File: src/rtl/icache_refill_ctrl_pkg.sv
`default_nettype none
// ============================================================================
// Module      : icache_refill_ctrl_pkg
// Description : Shared geometry constants and FSM state type for the
//               instruction-cache refill controller.
// Revision    : 1.0 - initial release
// ============================================================================
package icache_refill_ctrl_pkg;

  localparam int LINE_WORDS  = 4;
  localparam int INDEX_BITS  = 6;
  localparam int OFFSET_BITS = 4;
  localparam int TAG_BITS    = 32 - INDEX_BITS - OFFSET_BITS;

  typedef enum logic [1:0] {
    ST_IDLE = 2'd0,
    ST_REQ  = 2'd1,
    ST_FILL = 2'd2,
    ST_DONE = 2'd3
  } state_e;

endpackage : icache_refill_ctrl_pkg
`default_nettype wire

File: src/rtl/icache_refill_ctrl_if.sv
`default_nettype none
// ============================================================================
// Module      : icache_refill_ctrl_if
// Description : Fetch / memory / cache-array bundle around the refill
//               controller. The master modport is the controller itself,
//               the slave modport is its environment.
// Revision    : 1.0 - initial release
// ============================================================================
interface icache_refill_ctrl_if;
  import icache_refill_ctrl_pkg::*;

  // fetch side
  logic                  fetch_valid;
  logic [31:0]           fetch_addr;
  logic                  hit;
  logic                  pc_src;
  logic [31:0]           branch_target;
  logic                  stall;
  logic                  redirect_valid;
  logic [31:0]           redirect_pc;
  // memory side
  logic                  mem_req;
  logic [31:0]           mem_addr;
  logic                  mem_ack;
  logic                  mem_rvalid;
  logic [31:0]           mem_rdata;
  // cache array side
  logic                  refill_we;
  logic [INDEX_BITS-1:0] refill_index;
  logic [1:0]            refill_word;
  logic [31:0]           refill_data;
  logic                  tag_we;
  logic [TAG_BITS-1:0]   refill_tag;

  modport master (
    input  fetch_valid, fetch_addr, hit, pc_src, branch_target,
    input  mem_ack, mem_rvalid, mem_rdata,
    output stall, redirect_valid, redirect_pc,
    output mem_req, mem_addr,
    output refill_we, refill_index, refill_word, refill_data,
    output tag_we, refill_tag
  );

  modport slave (
    output fetch_valid, fetch_addr, hit, pc_src, branch_target,
    output mem_ack, mem_rvalid, mem_rdata,
    input  stall, redirect_valid, redirect_pc,
    input  mem_req, mem_addr,
    input  refill_we, refill_index, refill_word, refill_data,
    input  tag_we, refill_tag
  );

endinterface : icache_refill_ctrl_if
`default_nettype wire

File: src/rtl/icache_refill_ctrl.sv
`default_nettype none
// ============================================================================
// Module      : icache_refill_ctrl
// Description : Blocking I-cache miss handler. Requests a 4-word line,
//               streams the beats into the data array, writes the tag, and
//               defers any branch redirect seen during the refill until the
//               line is installed.
// Revision    : 1.0 - initial release
// ============================================================================
module icache_refill_ctrl #(
  parameter int LINE_WORDS = 4,
  parameter int INDEX_BITS = 6
) (
  input  wire                         clk,
  input  wire                         rst,
  icache_refill_ctrl_if.master        bus
);
  import icache_refill_ctrl_pkg::*;

  localparam logic [1:0] LAST_WORD = 2'(LINE_WORDS - 1);

  state_e      state_q;
  logic [1:0]  cnt_q;
  logic [27:0] line_addr_q;
  logic        pending_q;
  logic [31:0] pending_pc_q;

  logic        w_miss;
  logic        w_unused_offset;

  // A miss only counts when the fetch is on the correct path.
  assign w_miss          = bus.fetch_valid && !bus.hit && !bus.pc_src;
  assign w_unused_offset = ^bus.fetch_addr[3:0];

  // FSM, beat counter, line address and deferred-redirect latch.
  always_ff @(posedge clk) begin
    if (rst) begin
      state_q      <= ST_IDLE;
      cnt_q        <= 2'd0;
      line_addr_q  <= 28'd0;
      pending_q    <= 1'b0;
      pending_pc_q <= 32'd0;
    end else begin
      case (state_q)
        ST_IDLE: begin
          // The redirect cycle owns the fetch slot; a miss seen now is on
          // the path being abandoned, so it must not start a refill.
          if (pending_q) begin
            pending_q <= 1'b0;
          end else if (w_miss) begin
            state_q     <= ST_REQ;
            line_addr_q <= bus.fetch_addr[31:4];
            cnt_q       <= 2'd0;
          end
        end
        ST_REQ: begin
          if (bus.mem_ack) begin
            state_q <= ST_FILL;
          end
        end
        ST_FILL: begin
          if (bus.mem_rvalid) begin
            cnt_q <= cnt_q + 2'd1;
            if (cnt_q == LAST_WORD) begin
              state_q <= ST_DONE;
            end
          end
        end
        ST_DONE: begin
          state_q <= ST_IDLE;
        end
        default: begin
          state_q <= ST_IDLE;
        end
      endcase

      // Redirects during a refill are remembered, latest target wins.
      if ((state_q != ST_IDLE) && bus.pc_src) begin
        pending_q    <= 1'b1;
        pending_pc_q <= bus.branch_target;
      end
    end
  end

  // Outputs: decoded from registered state except the same-cycle miss stall
  // and the data-array strobe, which tracks the memory beat directly.
  assign bus.stall          = (state_q != ST_IDLE) || w_miss;
  assign bus.redirect_valid = (state_q == ST_IDLE) && pending_q;
  assign bus.redirect_pc    = pending_pc_q;
  assign bus.mem_req        = (state_q == ST_REQ);
  assign bus.mem_addr       = {line_addr_q, 4'b0000};
  assign bus.refill_we      = (state_q == ST_FILL) && bus.mem_rvalid;
  assign bus.refill_index   = line_addr_q[INDEX_BITS-1:0];
  assign bus.refill_word    = cnt_q;
  assign bus.refill_data    = bus.mem_rdata;
  assign bus.tag_we         = (state_q == ST_DONE);
  assign bus.refill_tag     = line_addr_q[27:INDEX_BITS];

endmodule : icache_refill_ctrl
`default_nettype wire

File: src/flat_wrapper.sv
// flat-port wrapper written by rule: the top's interface ports become plain ports
module icache_refill_ctrl_flat import icache_refill_ctrl_pkg::*;
#(
  parameter int LINE_WORDS = 4,
  parameter int INDEX_BITS = 6
)
  (clk, rst, bus_fetch_valid, bus_fetch_addr, bus_hit, bus_pc_src, bus_branch_target, bus_mem_ack, bus_mem_rvalid, bus_mem_rdata, bus_stall, bus_redirect_valid, bus_redirect_pc, bus_mem_req, bus_mem_addr, bus_refill_we, bus_refill_index, bus_refill_word, bus_refill_data, bus_tag_we, bus_refill_tag);
  icache_refill_ctrl_if bus_i ();
  input  wire clk;
  input  wire rst;
  input wire logic [$bits(bus_i.fetch_valid)-1:0] bus_fetch_valid;
  input wire logic [$bits(bus_i.fetch_addr)-1:0] bus_fetch_addr;
  input wire logic [$bits(bus_i.hit)-1:0] bus_hit;
  input wire logic [$bits(bus_i.pc_src)-1:0] bus_pc_src;
  input wire logic [$bits(bus_i.branch_target)-1:0] bus_branch_target;
  input wire logic [$bits(bus_i.mem_ack)-1:0] bus_mem_ack;
  input wire logic [$bits(bus_i.mem_rvalid)-1:0] bus_mem_rvalid;
  input wire logic [$bits(bus_i.mem_rdata)-1:0] bus_mem_rdata;
  output wire logic [$bits(bus_i.stall)-1:0] bus_stall;
  output wire logic [$bits(bus_i.redirect_valid)-1:0] bus_redirect_valid;
  output wire logic [$bits(bus_i.redirect_pc)-1:0] bus_redirect_pc;
  output wire logic [$bits(bus_i.mem_req)-1:0] bus_mem_req;
  output wire logic [$bits(bus_i.mem_addr)-1:0] bus_mem_addr;
  output wire logic [$bits(bus_i.refill_we)-1:0] bus_refill_we;
  output wire logic [$bits(bus_i.refill_index)-1:0] bus_refill_index;
  output wire logic [$bits(bus_i.refill_word)-1:0] bus_refill_word;
  output wire logic [$bits(bus_i.refill_data)-1:0] bus_refill_data;
  output wire logic [$bits(bus_i.tag_we)-1:0] bus_tag_we;
  output wire logic [$bits(bus_i.refill_tag)-1:0] bus_refill_tag;
  assign bus_i.fetch_valid = bus_fetch_valid;
  assign bus_i.fetch_addr = bus_fetch_addr;
  assign bus_i.hit = bus_hit;
  assign bus_i.pc_src = bus_pc_src;
  assign bus_i.branch_target = bus_branch_target;
  assign bus_i.mem_ack = bus_mem_ack;
  assign bus_i.mem_rvalid = bus_mem_rvalid;
  assign bus_i.mem_rdata = bus_mem_rdata;
  assign bus_stall = bus_i.stall;
  assign bus_redirect_valid = bus_i.redirect_valid;
  assign bus_redirect_pc = bus_i.redirect_pc;
  assign bus_mem_req = bus_i.mem_req;
  assign bus_mem_addr = bus_i.mem_addr;
  assign bus_refill_we = bus_i.refill_we;
  assign bus_refill_index = bus_i.refill_index;
  assign bus_refill_word = bus_i.refill_word;
  assign bus_refill_data = bus_i.refill_data;
  assign bus_tag_we = bus_i.tag_we;
  assign bus_refill_tag = bus_i.refill_tag;
  icache_refill_ctrl #(.LINE_WORDS(LINE_WORDS), .INDEX_BITS(INDEX_BITS)) u_core (.clk(clk), .rst(rst), .bus(bus_i));
endmodule
File: config.mk
export PLATFORM = sky130hd
export DESIGN_NAME = icache_refill_ctrl_flat
export DESIGN_NICKNAME = d
export VERILOG_FILES = /design/src/rtl/icache_refill_ctrl_pkg.sv /design/src/rtl/icache_refill_ctrl_if.sv /design/src/rtl/icache_refill_ctrl.sv /design/src/flat_wrapper.sv
export SDC_FILE = /design/constraint.sdc
export NUM_CORES = 1
export LEC_CHECK = 0
export ABC_AREA = 1
export ABC_CLOCK_PERIOD_IN_PS = 3700
export CAP_MARGIN = 20
export CORE_ASPECT_RATIO = 0.6
export CORE_MARGIN = 3
export CORE_UTILIZATION = 30
export DETAILED_ROUTE_END_ITERATION = 8
export GPL_TIMING_DRIVEN = 1
export HOLD_SLACK_MARGIN = 0.03
export PLACE_DENSITY_LB_ADDON = 0.15
export SYNTH_ARGS = -nofsm -noshare
export SYNTH_HDL_FRONTEND = slang
export SYNTH_SLANG_ARGS = --single-unit
File: constraint.sdc
create_clock -name clk -period 3.7 [get_ports clk]
set_input_delay 0.74 -clock clk [delete_from_list [all_inputs] [get_ports clk]]
set_output_delay 0.74 -clock clk [all_outputs]
set_load 0.01 [all_outputs]
# After elaboration in Yosys (flattened, before gate mapping)
# Cells that the tools add are included.
# Widths: inputs -> output; s select.
# totals
regBits,65
latchBits,0
ram_bits,0
rom_bits,0
inputBits,103
elab_cells,43
n_memories,0
# op_classes
addsub,1
n_mul,0
div,0
order_cmp,0
n_eq_ne,9
shift,0
muxes,12
bitwise_logic,1
reduce_logical,15
# op_table
cell,n
$mux 2,8
$pmux 2 s4,1
$eq 2x2->1 const B,3
$ne 2x2->1 const B,3
$reduce_bool 2->1,3
$logic_and 1x1->1,5
$reduce_and 5->1,1
$ne 2x1->1 const B,2
$pmux 2 s2,1
$reduce_and 4->1,1
$reduce_and 3->1,1
$add 2x1->2 const B,1
$eq 2x1->1 const B,1
$logic_not 1->1,2
$logic_not 2->1,1
$mux 1,2
$logic_or 1x1->1,1
$not 1->1,1

# Longest topological paths before layout
# Gate-level depths: netlist of run 1.
# logic_depth
depth_word,6
ltp_mapped,9
ltp_nobuf,9

# Worst setup path after synthesis of run 1
# Ideal clock, no wire load.
# synth_path
kind,in2out
startpoint,input bus_pc_src
endpoint,output bus_stall
t_arrival_ps,1076
required_ps,2960
setup_slack_ps,1884
cell_stages,3
path_buffers,0
cell_sequence,inv_1 > nand3_1 > nand2_1
# synth_between
elab_chain_len,3
# synth_rtl
item,line,rtl
start: declaration,flat_wrapper.sv:14,input wire logic [$bits(bus_i.pc_src)-1:0] bus_pc_src;
$logic_not 1->1,icache_refill_ctrl.sv:32,assign w_miss = bus.fetch_valid && !bus.hit && !bus.pc_src;
$logic_and 1x1->1,icache_refill_ctrl.sv:32,
$logic_or 1x1->1,icache_refill_ctrl.sv:87,assign bus.stall = (state_q != ST_IDLE) || w_miss;
end: declaration,flat_wrapper.sv:19,output wire logic [$bits(bus_i.stall)-1:0] bus_stall;
# Every way passes these cells.

# Final worst setup path of run 1
# Same ends and word-level chain as after synthesis.

==> impl_metrics.csv, run 1 <==
group,metric,value,unit
status,outcome,"complete, no violations",
power_and_ir_drop,p_comb_frac,0.348,
critical_path,path_cells,"clkdlybuf4s50_1 > inv_1 > nand3_1 > nand2_1 > clkdlybuf4s50_1",
clocking,cts_setup_buffers,0,
worst_hold_path,hold_class,"flop to flop",
clocking,cts_buffer_depth,2,
synth,synth_edf_count,0,
die,start_util,0.316,
die,rows,27,
power_and_ir_drop,power_leakage,1.82,nW
drt,viasPerCell,4.31,
power_and_ir_drop,ir_drop,327,uV
die,ioPinCount,234,
synth,synth.ff_latch_count,65,
die,die_y,83.0,um
critical_path,start_kind,"primary input",
cells_and_area,final_util,0.482,
global_routing,grt_pass1_vias,2633,
power_and_ir_drop,intPower,2.07,mW
clocking,clkTransAtPathRegs,50,ps
critical_path,cpPeakStageDelay,580,ps
placed_design,gp_congestion,0.755,
sta,period_share,0.782,
power_and_ir_drop,p_clk_frac,0.330,
sta,slew_viol_final,0,
critical_path,path_common_cell,"clkdlybuf4s50_1",
cells_and_area,diodes,0,
clocking,cts_hold_buf,0,
drt,drc,0,
run,max_cap_viol_count,0,
synth,ys_warn_count,0,
critical_path,cp_data_arrival_time,2150,ps
drt,avgRoutedWirePerCell,13.0,um
power_and_ir_drop,seq_power_share,0.322,
cells_and_area,synthToLayoutAreaGrowth,52.6,%
drt,drt_pass1_iterations,5,
clocking,cts-root-buf,"clkbuf_16",
clocking,h-tree-depth,3,
cells_and_area,final_nets,592,
power_and_ir_drop,p_per_area,655,nW/um2
die,fp.coreArea,9390,um2
power_and_ir_drop,swShare,0.303,
sta,relSlewSlack,0.336,
cells_and_area,fin_cells,618,
global_routing,overflow,0,
drt,dr_total_vias,2666,
synth,yosysTopAreaCell,"dfxtp_1",
synth,async_flop_share,0,
critical_path,critical_path.max_fanout,6,
power_and_ir_drop,p_sw,0.899,mW
synth,synth_top_flop_cell,"dfxtp_1",
sta,fmax,0.345,GHz
sta,hold_viol_final,0,
drt,routed_wl,8030,um
global_routing,grt_first_pass_wirelength,13000,um
synth,synth.distinct_cells,22,
die,fp.dieW,134,um
clocking,tritoncts,"yes",
die,die_area,11200,um2
global_routing,grt_start_max_net_pins,40,
global_routing,antenna_found_initial,0,
critical_path,required,2960,ps
synth,synth.most_common_cell,"nor2_1",
clocking,cts_made_buffers,9,
sta,min_period,2890,ps
clocking,cts.sinks,65,
critical_path,critPathSlowestCell,"clkdlybuf4s50_1",
synth,synthTopCellsByCount,"nor2_1 (131), dfxtp_1 (65), buf_4 (64)",
synth,synth_area,2970,um2
sta,skew,4.90,ps
placed_design,io_buffers,161,
synth,yosysTopAreaCellShare,0.439,
cells_and_area,fillers,912,
sta,rsz0062_at_grt,"false",
synth,synth-seq-area-share,0.439,
synth,synth_cells,385,
clocking,cts_resized,0,
drt,ant_nets,0,
sta,final.setup.tns,0,ps
critical_path,path_class,"primary input to output port",
placed_design,hpwlAfterDp,5800,um
synth,synth.area.top_cells,"dfxtp_1 (44%), nor2_1 (17%), buf_4 (16%)",
placed_design,numPlacedInstances,602,
cells_and_area,drive_gt1_frac,0.0492,
sta,setup_viol,0,
global_routing,grt.total_usage,0.145,
drt,drtIter0Drc,114,
clocking,clk_latency,330,ps
synth,synth_area_per_cell,7.70,um2
sta,tightest_slew,995,ps
critical_path,end_kind,"output port",
==> worst max-delay path: cells and delay by family <==
family	cells	cell delay [ps]
and+or+nand+nor	2	270
buffers and inverters	3	1150
==> per-stage QoR <==
step / total power [mW] / worst slack [ps] / instance area [um2] / hold slack [ps]
3_3_place_gp: 1.99 / 832 / 4180 / 489
4_1_cts: 3.01 / 812 / 4530 / 506
3_5_place_dp: 2.01 / 818 / 4180 / 497
5_1_grt: 3.15 / 702 / 4530 / 527
2_1_floorplan: 1.54 / 1880 / 2980 / 497
6_report: 2.96 / 805 / 4530 / 501
==> power by group through the flow <==
stage | clock network [mW] | logic, mW | registers [mW]
2_1_floorplan | 0 | 0.516 | 1.02
3_3_place_gp | 0 | 1.03 | 0.958
3_5_place_dp | 0 | 1.04 | 0.965
4_1_cts | 1.01 | 1.05 | 0.955
5_1_grt | 1.03 | 1.15 | 0.976
6_report | 0.979 | 1.03 | 0.954
==> final timing paths <==
check                                                    startpoint                                      to  slack, ps  cells after the start
worst max-delay path                                     bus_pc_src                               bus_stall        810                      5
worst min-delay path            u_core.line_addr_q[25]$_SDFFE_PP0P_     u_core.line_addr_q[25]$_SDFFE_PP0P_        500                      2
worst max register to register       u_core.state_q[1]$_SDFFE_PP0P_  u_core.bus.redirect_pc[1]$_SDFFE_PP0P_       1860                      6
worst min register to register  u_core.line_addr_q[25]$_SDFFE_PP0P_     u_core.line_addr_q[25]$_SDFFE_PP0P_        500                      2
==> routing by layer <==
metal | GRT usage | wire length, um | vias to the layer above
li1 | - | - | 1337
met1 | 0.173 | 3620 | 1204
met2 | 0.217 | 3370 | 118
met3 | 0.0890 | 965 | 7
met4 | 0.0416 | 76 | 0
met5 | 0 | 0 | -
==> sequential cells by signal, indices dropped and copies added (netlist names) <==
| name | flops |
|---|---|
| u_core.bus.refill_word | 2 |
| u_core.line_addr_q | 28 |
| u_core.bus.redirect_pc | 32 |
| u_core.state_q | 2 |
| u_core.pending_q | 1 |
==> logic make-up after synthesis <==
| kind of cell | synth area share |
|---|---|
| AND/OR/NAND/NOR | 0.207 |
| buffers and inverters | 0.223 |
| AO/OA/AOI/OAI | 0.105 |
| other | 0.00126 |
| adder cells (fa/ha/maj) | 0.0253 |
| flip-flops | 0.439 |
==> cell usage in the layout, fill, tap and decap left out, types with 4 or more instances in the layout <==
cell	count
clkbuf_16	9
o21ai_0	40
o21ai_1	20
clkdlybuf4s50_1	161
dfxtp_1	65
conb_1	4
buf_4	4
nand2_1	12
inv_1	15
ha_1	6
nor2_1	131
==> final cells by class <==
cell class	instances	area [um2]	area share
Sequential cell	65	1300	0.288
Inverter	16	60.1	0.0133
Timing Repair Buffer	165	1640	0.363
Multi-Input combinational cell	226	1010	0.224
Clock buffer	11	243	0.0536
Clock inverter	5	103	0.0227
Tap cell	130	163	0.0359
Note: power is estimated with default switching activity, not from simulation.
==> run 2, diff against run 1 <==
- ABC_CLOCK_PERIOD_IN_PS: 3700 -> 2900
- clock period: 3.7 -> 2.9 ns (I/O delays scaled with it)
==> run 2 against run 1 <==
Setup slack got worse by 500 ps. Final area is 0.66% lower. Clock power is 14% higher. Sequential power rose by 28%. Total power up 23%. Hold slack worse by 0.79 ps. Clock-buffer cell count grew 2. Critical path depth unchanged. Highest routed layer unchanged.
==> impl_metrics.csv, run 2 (same netlist as run 1, synthesis figures left out) <==
group,metric,value,unit
sta,tightest_slew,1010,ps
sta,relSlewSlack,0.327,
die,die_area,11200,um2
cells_and_area,final_nets,592,
critical_path,path_cells,"clkdlybuf4s50_1 > inv_1 > nand3_1 > nand2_1 > clkdlybuf4s50_1",
placed_design,numPlacedInstances,602,
placed_design,gp_congestion,0.725,
clocking,clkTransAtPathRegs,50,ps
drt,ant_nets,0,
cells_and_area,final_util,0.479,
cells_and_area,final_common_cell,"clkdlybuf4s50_1",
die,ioPinCount,234,
cells_and_area,synthToLayoutAreaGrowth,51.6,%
worst_hold_path,hold_class,"flop to flop",
cells_and_area,largest_register_ffs,32,
clocking,clk_latency,320,ps
clocking,cts_buffer_depth,2,
clocking,cts.sinks,65,
cells_and_area,drive_gt1_frac,0.0493,
sta,min_period,2590,ps
drt,avgRoutedWirePerCell,13.0,um
power_and_ir_drop,power_leakage,1.81,nW
clocking,cts_hold_buf,0,
die,start_util,0.316,
critical_path,path_common_cell,"clkdlybuf4s50_1",
worst_hold_path,hold_end,"u_core.line_addr_q[20]$_SDFFE_PP0P_",
global_routing,grt_start_max_net_pins,36,
die,rows,27,
critical_path,critPathTopFamily,"buffers and inverters",
critical_path,cp_data_arrival_time,2010,ps
critical_path,start_kind,"primary input",
critical_path,required,2320,ps
sta,period_share,0.894,
clocking,tritoncts,"yes",
critical_path,r2r_slack,1020,ps
die,fp.coreArea,9390,um2
global_routing,grt.total_usage,0.146,
critical_path,rr_endpoint,"u_core.bus.redirect_pc[29]$_SDFFE_PP0P_",
critical_path,critical_path.max_fanout,6,
worst_hold_path,min_from,"u_core.line_addr_q[20]$_SDFFE_PP0P_",
drt,viasPerCell,4.25,
clocking,cts_setup_buffers,0,
clocking,cts_made_buffers,9,
placed_design,hpwlAfterDp,5770,um
cells_and_area,fin_cells,617,
drt,routed_wl,8040,um
worst_hold_path,hold_depth,2,
drt,drtIter0Drc,114,
critical_path,end_kind,"output port",
critical_path,path_buf_inv,3,
global_routing,antenna_found_initial,0,
drt,drc,0,
sta,hold_viol_final,0,
run,max_cap_viol_count,0,
critical_path,ff2ff_path_depth,6,
global_routing,overflow,0,
global_routing,grt_first_pass_wirelength,12900,um
critical_path,path_class,"primary input to output port",
power_and_ir_drop,ir_drop,391,uV
power_and_ir_drop,power,3.66,mW
cells_and_area,final_cell_mix,"clkdlybuf4s50_1 (161), nor2_1 (131), dfxtp_1 (65)",
cells_and_area,fillers,924,
sta,slew_viol_final,0,
sta,rsz0062_at_grt,"false",
die,die_y,83.0,um
cells_and_area,diodes,0,
drt,drt_pass1_iterations,4,
power_and_ir_drop,p_per_area,813,nW/um2
critical_path,critPathSlowestCell,"clkdlybuf4s50_1",
critical_path,timing.rr.start,"u_core.state_q[0]$_SDFFE_PP0P_",
placed_design,io_buffers,161,
sta,final.setup.tns,0,ps
clocking,cts_resized,0,
clocking,h-tree-depth,3,
critical_path,path_depth,5,
drt,dr_total_vias,2625,
global_routing,grt_pass1_vias,2523,
sta,fmax,0.386,GHz
die,fp.dieW,134,um
status,outcome,"complete, no violations",
sta,setup_viol,0,
sta,skew,6.91,ps
critical_path,cpPeakStageDelay,580,ps
clocking,cts-root-buf,"clkbuf_16",
==> run 2: cell types whose count changed in the layout (fill, tap and decap cells not counted), sizes merged <==
cell / delta
bufinv: -2
clkbuf: +2
clkinvlp: -1
==> run 2: cell type report <==
cell class	instances	area (um2)	area share
repair buffers	165	1640	0.365
flip-flops and latches	65	1300	0.289
multi-input cells	226	1010	0.226
clock buffers	13	280	0.0623
well taps	130	163	0.0362
inverters	16	60.1	0.0134
clock inverters	2	35.0	0.00779
==> run 2: worst max-delay path by stage <==
stage,start,to,slack (ps)
after CTS,bus_pc_src,bus_stall,330
final,bus_pc_src,bus_stall,310
after global placement,bus_pc_src,bus_stall,350
after detailed placement,bus_pc_src,bus_stall,340
after floorplan,bus_pc_src,bus_stall,1400
after global routing,bus_pc_src,bus_stall,270
==> run 2: tightest hold or removal path, delay by kind of cell, from the launching register on <==
kind	cells	cell delay (ps)
flops	1	310
simple gates	2	150
==> run 2: routing by layer <==
layer	GRT usage	up-vias	wire, um
met5	0	-	0
met4	0.0407	0	40
met3	0.0896	6	1100
met2	0.208	124	3370
met1	0.183	1161	3530
li1	-	1334	-
==> run 2: power by group <==
part	internal (mW)	total, mW	leakage [nW]	switching [mW]
registers	1.10	1.22	0.532	0.118
logic	0.679	1.32	1.12	0.642
clock network	0.752	1.12	0.158	0.368
==> run 2: through the flow <==
stage               setup slack, ps  area, um2  hold slack, ps
finish                          308       4500             500
global route                    272       4500             524
CTS                             330       4500             504
detailed placement              335       4180             496
global placement                346       4180             490
floorplan                      1400       2980             497
==> run 3, diff against run 2 <==
- ABC_CLOCK_PERIOD_IN_PS: 2900 -> 2300
- CELL_PAD_IN_SITES_DETAIL_PLACEMENT: unset -> 1
- CELL_PAD_IN_SITES_GLOBAL_PLACEMENT: unset -> 2
- CORE_UTILIZATION: 30 -> 14
- clock period: 2.9 -> 2.3 ns (I/O delays scaled with it)
==> run 3 against run 2 <==
Wire length increased by 34%. Non-clock buffer count increased by 5. Utilization decreased by 25 points. Die area increased by 110%. Final area increased by 4.6%. Sequential cell count unchanged. Cell count increased by 24%. Global-route usage decreased by 5.1 points. Hold slack improved by 5.8 ps. Total power increased by 25%. Clock power increased by 14%. Critical endpoint is now bus_redirect_valid. Largest cell class unchanged.
==> impl_metrics.csv, run 3 (same netlist as run 1, synthesis figures left out) <==
group,metric,value,unit
status,outcome,"complete, no violations",
global_routing,overflow,0,
drt,drtIter0Drc,90,
drt,routed_wl,10800,um
critical_path,end_kind,"output port",
drt,dr_total_vias,2706,
die,die_y,119,um
drt,ant_nets,0,
critical_path,critPathLaunch,"u_core.state_q[1]$_SDFFE_PP0P_",
cells_and_area,final_common_cell,"clkdlybuf4s50_1",
die,die_area,23000,um2
global_routing,grt_start_max_net_pins,64,
sta,min_period,2160,ps
clocking,cts_buffer_depth,2,
power_and_ir_drop,ir_drop,292,uV
global_routing,antenna_found_initial,0,
placed_design,numPlacedInstances,750,
drt,avgRoutedWirePerCell,14.1,um
clocking,cts_made_buffers,9,
cells_and_area,final_cell_mix,"clkdlybuf4s50_1 (161), nor2_1 (131), dfxtp_1 (64)",
power_and_ir_drop,power,4.58,mW
sta,skew,7.41,ps
drt,viasPerCell,3.53,
clocking,cts_hold_buf,0,
run,max_cap_viol_count,0,
placed_design,io_buffers,161,
clocking,cts-root-buf,"clkbuf_16",
cells_and_area,final_util,0.231,
global_routing,grt_pass1_vias,2928,
clocking,cts_setup_buffers,0,
cells_and_area,fin_cells,766,
die,rows,40,
worst_hold_path,hold_class,"flop to flop",
clocking,clk_latency,330,ps
sta,final.setup.tns,0,ps
die,start_util,0.146,
critical_path,start_kind,"flop",
critical_path,timing.rr.start,"u_core.state_q[1]$_SDFFE_PP0P_",
clocking,h-tree-depth,3,
power_and_ir_drop,p_per_area,975,nW/um2
critical_path,required,1840,ps
cells_and_area,diodes,0,
critical_path,cp_data_arrival_time,1700,ps
die,ioPinCount,234,
sta,period_share,0.940,
global_routing,grt_first_pass_wirelength,17000,um
cells_and_area,final_nets,597,
cells_and_area,drive_gt1_frac,0.0690,
clocking,tritoncts,"yes",
critical_path,critical_path.max_fanout,4,
critical_path,path_class,"flop to output port",
worst_hold_path,min_from,"u_core.line_addr_q[0]$_SDFFE_PP0P_",
global_routing,grt.total_usage,0.0942,
cells_and_area,synthToLayoutAreaGrowth,58.5,%
placed_design,hpwlAfterDp,7820,um
clocking,clkTransAtPathRegs,60,ps
cells_and_area,largest_register_ffs,32,
placed_design,gp_congestion,0.688,
clocking,cts.sinks,65,
sta,setup_viol,0,
drt,drc,0,
sta,rsz0062_at_grt,"false",
power_and_ir_drop,power_leakage,1.80,nW
sta,slew_viol_final,0,
sta,fmax,0.462,GHz
die,fp.dieW,194,um
sta,hold_viol_final,0,
die,fp.coreArea,20400,um2
drt,drt_pass1_iterations,4,
clocking,cts_resized,0,
==> run 3: changes by cell type in the layout (fill, tap and decap cells not counted), moves of 2 or more <==
cell,previous run,this run
clkinvlp_4,0,5
clkbuf_8,4,0
buf_4,4,7
buf_12,0,2
ha_1,6,4
ha_2,0,2
==> run 3: where the power goes <==
part / internal [mW] / total, mW / leakage (nW) / switching [mW]
clock: 0.725 / 1.28 / 0.119 / 0.552
combinational: 0.899 / 1.76 / 1.15 / 0.862
sequential: 1.38 / 1.54 / 0.532 / 0.160
==> run 3: per-stage QoR <==
| stage | hold slack, ps | instance area, um2 | setup WS, ps |
|---|---|---|---|
| final | 506 | 4700 | 138 |
| after global routing | 536 | 4700 | 7.00 |
| after CTS | 514 | 4690 | 23.3 |
| after detailed placement | 499 | 4420 | 141 |
| after global placement | 491 | 4420 | 147 |
| after floorplan | 497 | 2980 | 950 |
==> run 3: path summary, 6_finish.rpt <==
kind / to / depth (start not counted) / slack, ps
worst max-delay path: bus_redirect_valid / 5 / 140
worst min-delay path: u_core.line_addr_q[0]$_SDFFE_PP0P_ / 2 / 510
worst max register to register: u_core.bus.redirect_pc[28]$_SDFFE_PP0P_ / 7 / 680
worst min register to register: u_core.line_addr_q[0]$_SDFFE_PP0P_ / 2 / 510
==> run 3: final cells by class <==
class	instances	area [um2]
Clock inverter	7	47.5
Sequential cell	65	1300
Fill cell	2416	15700
Inverter	16	60.1
Tap cell	273	342
Clock buffer	9	225
Timing Repair Buffer	170	1700
Multi-Input combinational cell	226	1020
==> run 3: layer usage <==
| layer | vias up | global-route usage | part of all wire |
|---|---|---|---|
| li1 | 1346 | - | - |
| met1 | 1256 | 0.118 | 0.47 |
| met2 | 96 | 0.138 | 0.41 |
| met3 | 8 | 0.0578 | 0.10 |
| met4 | 0 | 0.0202 | 0.0080 |
| met5 | - | 0 | 0 |
==> run 3: critical path, stage by stage, from the launching register on <==
cell             delay (ps)
dfxtp_1                 340
inv_1                   110
ha_1                    200
nand2_1                 110
inv_1                    80
clkdlybuf4s50_1         530
